[src/rtl/pixel_frame_ctrl_pkg.sv]
// Shared definitions for the pixel frame controller: state encoding,
// default 800x600 timing and counter sizing helper.
package pixel_frame_ctrl_pkg;

  typedef enum logic [1:0] {
    IDLE   = 2'd0,
    RUN    = 2'd1,
    RESYNC = 2'd2
  } state_t;

  localparam int DEF_DATA_WIDTH = 8;
  localparam int DEF_H_ACTIVE   = 800;
  localparam int DEF_H_FP       = 40;
  localparam int DEF_H_SYNC     = 128;
  localparam int DEF_H_BP       = 88;
  localparam int DEF_V_ACTIVE   = 600;
  localparam int DEF_V_FP       = 1;
  localparam int DEF_V_SYNC     = 4;
  localparam int DEF_V_BP       = 23;

  // Wide enough to also hold 'total' itself, so sync-end compares never truncate.
  function automatic int cnt_width(input int total);
    return $clog2(total + 1);
  endfunction

endpackage

[src/rtl/pixel_frame_ctrl_if.sv]
// Pixel source handshake between the frame buffer reader and the frame controller.
interface pixel_frame_ctrl_if
  import pixel_frame_ctrl_pkg::*;
#(
  parameter int DATA_WIDTH = DEF_DATA_WIDTH
) ();

  logic [DATA_WIDTH-1:0] pixel_stream_data;
  logic                  pixel_stream_valid;
  logic                  pixel_stream_ready;

  modport master (
    output pixel_stream_data,
    output pixel_stream_valid,
    input  pixel_stream_ready
  );

  modport slave (
    input  pixel_stream_data,
    input  pixel_stream_valid,
    output pixel_stream_ready
  );

endinterface

[src/rtl/video_timing_counter.sv]
// Raster position counters (h, v) and the timing flags decoded from them.
module video_timing_counter
  import pixel_frame_ctrl_pkg::*;
#(
  parameter int H_ACTIVE = DEF_H_ACTIVE,
  parameter int H_FP     = DEF_H_FP,
  parameter int H_SYNC   = DEF_H_SYNC,
  parameter int H_TOTAL  = DEF_H_ACTIVE + DEF_H_FP + DEF_H_SYNC + DEF_H_BP,
  parameter int V_ACTIVE = DEF_V_ACTIVE,
  parameter int V_FP     = DEF_V_FP,
  parameter int V_SYNC   = DEF_V_SYNC,
  parameter int V_TOTAL  = DEF_V_ACTIVE + DEF_V_FP + DEF_V_SYNC + DEF_V_BP
) (
  input  logic pixel_clk,
  input  logic rst,
  input  logic advance,
  output logic active,
  output logic hsync,
  output logic vsync,
  output logic start_of_frame,
  output logic end_of_frame
);

  localparam int HW = cnt_width(H_TOTAL);
  localparam int VW = cnt_width(V_TOTAL);

  localparam logic [HW-1:0] H_LAST   = HW'(H_TOTAL - 1);
  localparam logic [HW-1:0] H_ACT    = HW'(H_ACTIVE);
  localparam logic [HW-1:0] HS_BEGIN = HW'(H_ACTIVE + H_FP);
  localparam logic [HW-1:0] HS_END   = HW'(H_ACTIVE + H_FP + H_SYNC);
  localparam logic [VW-1:0] V_LAST   = VW'(V_TOTAL - 1);
  localparam logic [VW-1:0] V_ACT    = VW'(V_ACTIVE);
  localparam logic [VW-1:0] VS_BEGIN = VW'(V_ACTIVE + V_FP);
  localparam logic [VW-1:0] VS_END   = VW'(V_ACTIVE + V_FP + V_SYNC);

  logic [HW-1:0] h;
  logic [VW-1:0] v;

  // Counters sit at the origin whenever the controller is idle.
  always_ff @(posedge pixel_clk or posedge rst) begin
    if (rst) begin
      h <= '0;
      v <= '0;
    end else if (!advance) begin
      h <= '0;
      v <= '0;
    end else if (h == H_LAST) begin
      h <= '0;
      v <= (v == V_LAST) ? '0 : v + 1'b1;
    end else begin
      h <= h + 1'b1;
    end
  end

  assign active         = (h < H_ACT) && (v < V_ACT);
  assign hsync          = (h >= HS_BEGIN) && (h < HS_END);
  assign vsync          = (v >= VS_BEGIN) && (v < VS_END);
  assign start_of_frame = (h == '0) && (v == '0);
  assign end_of_frame   = (h == H_LAST) && (v == V_LAST);

endmodule

[src/rtl/pixel_frame_ctrl.sv]
// Video frame controller: pulls pixels from a source stream into the active
// raster window, registers video timing, and resynchronises after underflow.
//
// state  | meaning
// IDLE   | counters held at origin, no pixels requested, video outputs low
// RUN    | frame scanning, pixels fetched for active positions
// RESYNC | after underflow: drain source to its frame start, blank video data
module pixel_frame_ctrl
  import pixel_frame_ctrl_pkg::*;
#(
  parameter int DATA_WIDTH = DEF_DATA_WIDTH,
  parameter int H_ACTIVE   = DEF_H_ACTIVE,
  parameter int H_FP       = DEF_H_FP,
  parameter int H_SYNC     = DEF_H_SYNC,
  parameter int H_BP       = DEF_H_BP,
  parameter int V_ACTIVE   = DEF_V_ACTIVE,
  parameter int V_FP       = DEF_V_FP,
  parameter int V_SYNC     = DEF_V_SYNC,
  parameter int V_BP       = DEF_V_BP
) (
  input  logic                  pixel_clk,
  input  logic                  rst,
  input  logic                  enable,
  input  logic                  clear_underflow,
  pixel_frame_ctrl_if.slave     stream,
  output logic [DATA_WIDTH-1:0] video_data,
  output logic                  video_active,
  output logic                  video_hsync,
  output logic                  video_vsync,
  output logic                  frame_start,
  output logic                  underflow
);

  localparam int H_TOTAL    = H_ACTIVE + H_FP + H_SYNC + H_BP;
  localparam int V_TOTAL    = V_ACTIVE + V_FP + V_SYNC + V_BP;
  localparam int NUM_PIXELS = H_ACTIVE * V_ACTIVE;
  localparam int SRC_W      = $clog2(NUM_PIXELS);

  localparam logic [SRC_W-1:0] SRC_LAST = SRC_W'(NUM_PIXELS - 1);

  state_t            state;
  state_t            state_nxt;
  logic              ready;
  logic              transfer;
  logic              underflow_evt;
  logic [SRC_W-1:0]  src_count;
  logic [SRC_W-1:0]  src_count_nxt;

  logic tc_active;
  logic tc_hsync;
  logic tc_vsync;
  logic tc_sof;
  logic tc_eof;

  video_timing_counter #(
    .H_ACTIVE (H_ACTIVE),
    .H_FP     (H_FP),
    .H_SYNC   (H_SYNC),
    .H_TOTAL  (H_TOTAL),
    .V_ACTIVE (V_ACTIVE),
    .V_FP     (V_FP),
    .V_SYNC   (V_SYNC),
    .V_TOTAL  (V_TOTAL)
  ) u_timing (
    .pixel_clk      (pixel_clk),
    .rst            (rst),
    .advance        (state != IDLE),
    .active         (tc_active),
    .hsync          (tc_hsync),
    .vsync          (tc_vsync),
    .start_of_frame (tc_sof),
    .end_of_frame   (tc_eof)
  );

  // In RESYNC the source is drained until its index wraps back to pixel 0.
  always_comb begin
    ready = 1'b0;
    case (state)
      RUN:     ready = tc_active;
      RESYNC:  ready = (src_count != '0);
      default: ready = 1'b0;
    endcase
  end

  assign stream.pixel_stream_ready = ready;
  assign transfer      = ready && stream.pixel_stream_valid;
  assign src_count_nxt = !transfer              ? src_count :
                         (src_count == SRC_LAST) ? '0        : src_count + 1'b1;

  always_comb begin
    state_nxt     = state;
    underflow_evt = 1'b0;
    case (state)
      IDLE: begin
        if (enable) state_nxt = RUN;
      end
      RUN: begin
        if (tc_active && !stream.pixel_stream_valid) begin
          underflow_evt = 1'b1;
          state_nxt     = RESYNC;
        end else if (!enable && tc_eof) begin
          state_nxt = IDLE;
        end
      end
      RESYNC: begin
        if (tc_eof) begin
          if (!enable)                 state_nxt = IDLE;
          else if (src_count_nxt == '0) state_nxt = RUN;
        end
      end
      default: state_nxt = IDLE;
    endcase
  end

  always_ff @(posedge pixel_clk or posedge rst) begin
    if (rst) begin
      state     <= IDLE;
      src_count <= '0;
    end else begin
      state     <= state_nxt;
      src_count <= src_count_nxt;
    end
  end

  // Video outputs lag the counter position by one cycle.
  always_ff @(posedge pixel_clk or posedge rst) begin
    if (rst) begin
      video_data   <= '0;
      video_active <= 1'b0;
      video_hsync  <= 1'b0;
      video_vsync  <= 1'b0;
      frame_start  <= 1'b0;
      underflow    <= 1'b0;
    end else begin
      video_data   <= (state == RUN && transfer) ? stream.pixel_stream_data : '0;
      video_active <= (state != IDLE) && tc_active;
      video_hsync  <= (state != IDLE) && tc_hsync;
      video_vsync  <= (state != IDLE) && tc_vsync;
      frame_start  <= (state == RUN) && tc_sof;
      underflow    <= underflow_evt || (underflow && !clear_underflow);
    end
  end

endmodule

[src/flat_wrapper.sv]
// flat-port wrapper written by rule: the top's interface ports become plain ports
module pixel_frame_ctrl_flat import pixel_frame_ctrl_pkg::*;
#(
  parameter int DATA_WIDTH = DEF_DATA_WIDTH,
  parameter int H_ACTIVE   = DEF_H_ACTIVE,
  parameter int H_FP       = DEF_H_FP,
  parameter int H_SYNC     = DEF_H_SYNC,
  parameter int H_BP       = DEF_H_BP,
  parameter int V_ACTIVE   = DEF_V_ACTIVE,
  parameter int V_FP       = DEF_V_FP,
  parameter int V_SYNC     = DEF_V_SYNC,
  parameter int V_BP       = DEF_V_BP
)
  (pixel_clk, rst, enable, clear_underflow, video_data, video_active, video_hsync, video_vsync, frame_start, underflow, stream_pixel_stream_data, stream_pixel_stream_valid, stream_pixel_stream_ready);
  pixel_frame_ctrl_if #(.DATA_WIDTH(DATA_WIDTH)) stream_i ();
  input  logic pixel_clk;
  input  logic rst;
  input  logic enable;
  input  logic clear_underflow;
  output logic [DATA_WIDTH-1:0] video_data;
  output logic video_active;
  output logic video_hsync;
  output logic video_vsync;
  output logic frame_start;
  output logic underflow;
  input wire logic [$bits(stream_i.pixel_stream_data)-1:0] stream_pixel_stream_data;
  input wire logic [$bits(stream_i.pixel_stream_valid)-1:0] stream_pixel_stream_valid;
  output wire logic [$bits(stream_i.pixel_stream_ready)-1:0] stream_pixel_stream_ready;
  assign stream_i.pixel_stream_data = stream_pixel_stream_data;
  assign stream_i.pixel_stream_valid = stream_pixel_stream_valid;
  assign stream_pixel_stream_ready = stream_i.pixel_stream_ready;
  pixel_frame_ctrl #(.DATA_WIDTH(DATA_WIDTH), .H_ACTIVE(H_ACTIVE), .H_FP(H_FP), .H_SYNC(H_SYNC), .H_BP(H_BP), .V_ACTIVE(V_ACTIVE), .V_FP(V_FP), .V_SYNC(V_SYNC), .V_BP(V_BP)) u_core (.pixel_clk(pixel_clk), .rst(rst), .enable(enable), .clear_underflow(clear_underflow), .stream(stream_i), .video_data(video_data), .video_active(video_active), .video_hsync(video_hsync), .video_vsync(video_vsync), .frame_start(frame_start), .underflow(underflow));
endmodule
[config.mk]
export PLATFORM = sky130hd
export DESIGN_NAME = pixel_frame_ctrl_flat
export DESIGN_NICKNAME = d
export VERILOG_FILES = /design/src/rtl/pixel_frame_ctrl_pkg.sv /design/src/rtl/pixel_frame_ctrl_if.sv /design/src/rtl/video_timing_counter.sv /design/src/rtl/pixel_frame_ctrl.sv /design/src/flat_wrapper.sv
export SDC_FILE = /design/constraint.sdc
export NUM_CORES = 1
export LEC_CHECK = 0
export BUFFER_PORTS_ARGS = -buffer_cell sky130_fd_sc_hd__buf_2
export CAP_MARGIN = 20
export CORE_ASPECT_RATIO = 0.8
export CORE_MARGIN = 2
export CORE_UTILIZATION = 54
export CTS_CLUSTER_DIAMETER = 50
export CTS_CLUSTER_SIZE = 12
export DETAILED_ROUTE_END_ITERATION = 10
export GPL_TIMING_DRIVEN = 1
export PLACE_DENSITY = 0.79
export SKIP_CTS_REPAIR_TIMING = 1
export SLEW_MARGIN = 40
export SYNTH_ARGS = -nofsm -noshare
export SYNTH_HDL_FRONTEND = slang
export SYNTH_SLANG_ARGS = --single-unit
[constraint.sdc]
create_clock -name pixel_clk -period 3 [get_ports pixel_clk]
set_input_delay 0.15 -clock pixel_clk [delete_from_list [all_inputs] [get_ports pixel_clk]]
set_output_delay 0.15 -clock pixel_clk [all_outputs]
set_load 0.005 [all_outputs]
==> impl_metrics.xml <==
<?xml version="1.0" encoding="UTF-8"?>
<metrics>
  <group name="routing">
    <metric name="vias_per_cell" unit="">6.096</metric>
    <metric name="drt_first_pass_iters" unit="">5</metric>
    <metric name="dr.first_iter.drc_count" unit="">240</metric>
    <metric name="avgRoutedWirePerCell" unit="um">16.86</metric>
    <metric name="vias" unit="">3237</metric>
    <metric name="detail_route.drc_violations" unit="">0</metric>
    <metric name="routed_wl" unit="um">8951</metric>
    <metric name="postRouteAntennaNets" unit="">0</metric>
  </group>
  <group name="sta">
    <metric name="timing.clock.skew" unit="ps">13.96</metric>
    <metric name="tmin_final" unit="ps">2962</metric>
    <metric name="final-hold-violation-count" unit="">0</metric>
    <metric name="tightestPinTransition" unit="ps">710.5</metric>
    <metric name="drv_slew" unit="">0</metric>
    <metric name="finalCritPeriodShare" unit="%">98.73</metric>
    <metric name="timing.max_slew.rel_slack" unit="%">52.20</metric>
    <metric name="finalSetupViolations" unit="">0</metric>
    <metric name="max_freq" unit="MHz">337.6</metric>
  </group>
  <group name="hold_path">
    <metric name="hp-class" unit="">in -&gt; reg</metric>
    <metric name="hold_depth" unit="">2</metric>
    <metric name="hold_start" unit="">clear_underflow</metric>
  </group>
  <group name="final_layout">
    <metric name="final_area" unit="sq um">3981</metric>
    <metric name="area_delta_synth_final" unit="%">20.08</metric>
    <metric name="insertedDiodeCount" unit="">0</metric>
    <metric name="layout.nets" unit="">474</metric>
    <metric name="finish.utilization" unit="%">67.34</metric>
    <metric name="final-instance-count-excl-fill" unit="">531</metric>
    <metric name="layout-drive-gt1-share" unit="%">22.00</metric>
  </group>
  <group name="worst_setup_path">
    <metric name="crit_path_start_kind" unit="">flip-flop</metric>
    <metric name="worst_ep_arrival_time" unit="ps">3150</metric>
    <metric name="setup.worst_path.end_class" unit="">flip-flop</metric>
    <metric name="critical_path_required" unit="ps">3190</metric>
    <metric name="timing.critical_path.from" unit="">u_core.src_count[10]</metric>
    <metric name="rr_worst_depth" unit="">9</metric>
    <metric name="crit_fanout" unit="">8</metric>
    <metric name="timing.rr.start" unit="">u_core.src_count[10]</metric>
    <metric name="path_class" unit="">reg -&gt; reg</metric>
  </group>
  <group name="placement">
    <metric name="portbufs" unit="">26</metric>
    <metric name="dpl_cell_area" unit="sq um">3805</metric>
    <metric name="placed_cells" unit="">519</metric>
    <metric name="detailed_place_hpwl" unit="um">6740</metric>
    <metric name="globalplace.congestion" unit="">1.030</metric>
  </group>
  <group name="power_and_ir_drop">
    <metric name="vdd_ir_drop_max" unit="mV">0.2540</metric>
    <metric name="power.density" unit="nW/um^2">580.2</metric>
    <metric name="total_leakage_power" unit="nW">1.766</metric>
  </group>
  <group name="logic_synthesis">
    <metric name="post-synth-top-count-cell" unit="">dfrtp_1</metric>
    <metric name="yosysUniqueCellTypes" unit="">56</metric>
    <metric name="ff_latch_count_synth" unit="">55</metric>
    <metric name="synthesis.area_per_instance" unit="sq um">8.635</metric>
    <metric name="synth_area_leaders" unit="">dfrtp_1, ha_1, nand2_1</metric>
    <metric name="synthesis.area" unit="sq um">3316</metric>
    <metric name="mappedNetlistNets" unit="">409</metric>
    <metric name="synth_warnings" unit="">0</metric>
    <metric name="syn_inst" unit="">384</metric>
    <metric name="synth_enable_flop_cells" unit="">0</metric>
    <metric name="post_synth_most_frequent_cells" unit="">dfrtp_1, nand2_1, nor2_1</metric>
    <metric name="synth-seq-area-share" unit="%">41.51</metric>
    <metric name="synth_area_leader_cell" unit="">dfrtp_1</metric>
    <metric name="fraction_of_synthesized_cell_area_taken_by_the_top_area_cell_type" unit="%">41.51</metric>
    <metric name="synthFlopType" unit="">dfrtp_1</metric>
    <metric name="postSynth.asyncResetShare" unit="%">100.0</metric>
  </group>
  <group name="global_route">
    <metric name="grt_overflow_total" unit="">0</metric>
    <metric name="track_usage" unit="%">26.76</metric>
    <metric name="global_route_wire_length_before_repair" unit="um">14230</metric>
    <metric name="grt_max_degree" unit="">31</metric>
    <metric name="vias_in_the_first_global_route" unit="">2877</metric>
    <metric name="antenna_found_initial" unit="">0</metric>
  </group>
  <group name="clocking">
    <metric name="ctsHtreeMaxLevel" unit="">2</metric>
    <metric name="clk_pin_slew_worst_paths" unit="ps">100</metric>
    <metric name="tritoncts.num_buffers" unit="">5</metric>
    <metric name="cts.path.max_buffers" unit="">2</metric>
    <metric name="cts.root.buffer_cell" unit="">clkbuf_8</metric>
    <metric name="clock_insertion_delay_worst_skew" unit="ps">310</metric>
    <metric name="cts_tree" unit="">yes</metric>
    <metric name="clkSinkCount" unit="">55</metric>
  </group>
  <group name="floorplanning">
    <metric name="fp.dieH" unit="um">74.09</metric>
    <metric name="design.portCount" unit="">27</metric>
    <metric name="fp.dieW" unit="um">91.61</metric>
    <metric name="initial_core_util" unit="%">56.08</metric>
    <metric name="design.die.area" unit="sq um">6787</metric>
    <metric name="core-area" unit="sq um">5912</metric>
    <metric name="row_count" unit="">25</metric>
  </group>
  <group name="run_status">
    <metric name="outcome" unit="">finished, final reports clean</metric>
  </group>
  <group name="flow_run">
    <metric name="timing.max_cap.violations" unit="">0</metric>
  </group>
</metrics>
==> routing by layer <==
| layer | share of wire [%] | GRT usage (%) | up-vias |
|---|---|---|---|
| met4 | 0.96 | 5.892 | 0 |
| li1 | - | - | 1535 |
| met2 | 41 | 38.15 | 171 |
| met1 | 47 | 40.77 | 1519 |
| met3 | 11 | 7.396 | 12 |
| met5 | 0 | 0 | - |
==> cell usage in the layout (no fill, tap or decap), types with 8 or more instances in the layout <==
master / instances
buf_2: 26
nand4_1: 8
nor4_1: 11
nor3_1: 14
xor2_1: 8
or3_1: 10
nand2_1: 37
nand3_1: 22
ha_1: 12
o21ai_0: 27
a21oi_1: 23
and3_1: 14
xnor2_1: 8
nor2_1: 32
dfrtp_1: 55
inv_1: 19
buf_4: 45
==> power by group <==
part / leakage, nW / switching [mW] / internal [mW]
Combinational: 0.981 / 0.611 / 0.384
Sequential: 0.736 / 0.0692 / 0.831
Clock: 0.0485 / 0.248 / 0.168
==> through the flow <==
stage,power (mW),worst slack (ps),hold WS (ps),setup TNS [ps]
2_1_floorplan,1.523,36.19,249.0,0
3_3_place_gp,1.847,37.44,221.8,0
3_5_place_dp,1.864,-15.61,241.7,-28.33
4_1_cts,2.281,-29.98,-100.6,-57.08
5_1_grt,2.456,-51.60,13.68,-99.67
6_report,2.310,37.98,29.52,0
==> critical path, stage by stage (launching register included) <==
cell and delay, ps:
dfrtp_1 390, or4_4 530, or4b_4 520, o21ai_4 290, buf_6 160, a22oi_2 80
o22ai_1 240, nor4_2 80, a21oi_1 210, mux2_2 360
==> registers in the layout, summed over array words and instances, names as in the netlist <==
| name | cells |
|---|---|
| u_core.frame_start | 1 |
| u_core.src_count | 19 |
| u_core.state | 2 |
| u_core.u_timing.h | 11 |
| u_core.u_timing.v | 10 |
| u_core.underflow | 1 |
| u_core.video_active | 1 |
| u_core.video_data | 8 |
| u_core.video_hsync | 1 |
| u_core.video_vsync | 1 |
==> cell type report <==
cell class,instances,area (sq um)
fill,466,1931
sequential,55,1376
timing repair buffer,73,489.2
clock inverter,3,22.52
multi-input combinational,294,1848
tap,81,101.3
inverter,20,75.07
clock buffer,5,68.82
==> kinds of logic after synthesis <==
kind of cell	Yosys count	share of synthesized area, %
buffers and inverters	35	4.226
and+or+nand+nor	172	26.60
xor gates and xnor gates	16	4.227
AOI/OAI and AO/OA	90	17.62
muxes	4	1.283
DFF	55	41.51
adders and majority gates	12	4.528
==> path summary, 6_finish.rpt <==
kind	endpoint	slack, ps
min in group asynchronous	u_core.u_timing.h[0]	430
max reg2reg	u_core.state[1]	40
min reg2reg	u_core.u_timing.h[0]	530
max	u_core.state[1]	40
max in group asynchronous	u_core.state[1]	1790
min	u_core.underflow	30
No activity file was read; power rests on OpenSTA's default activity.
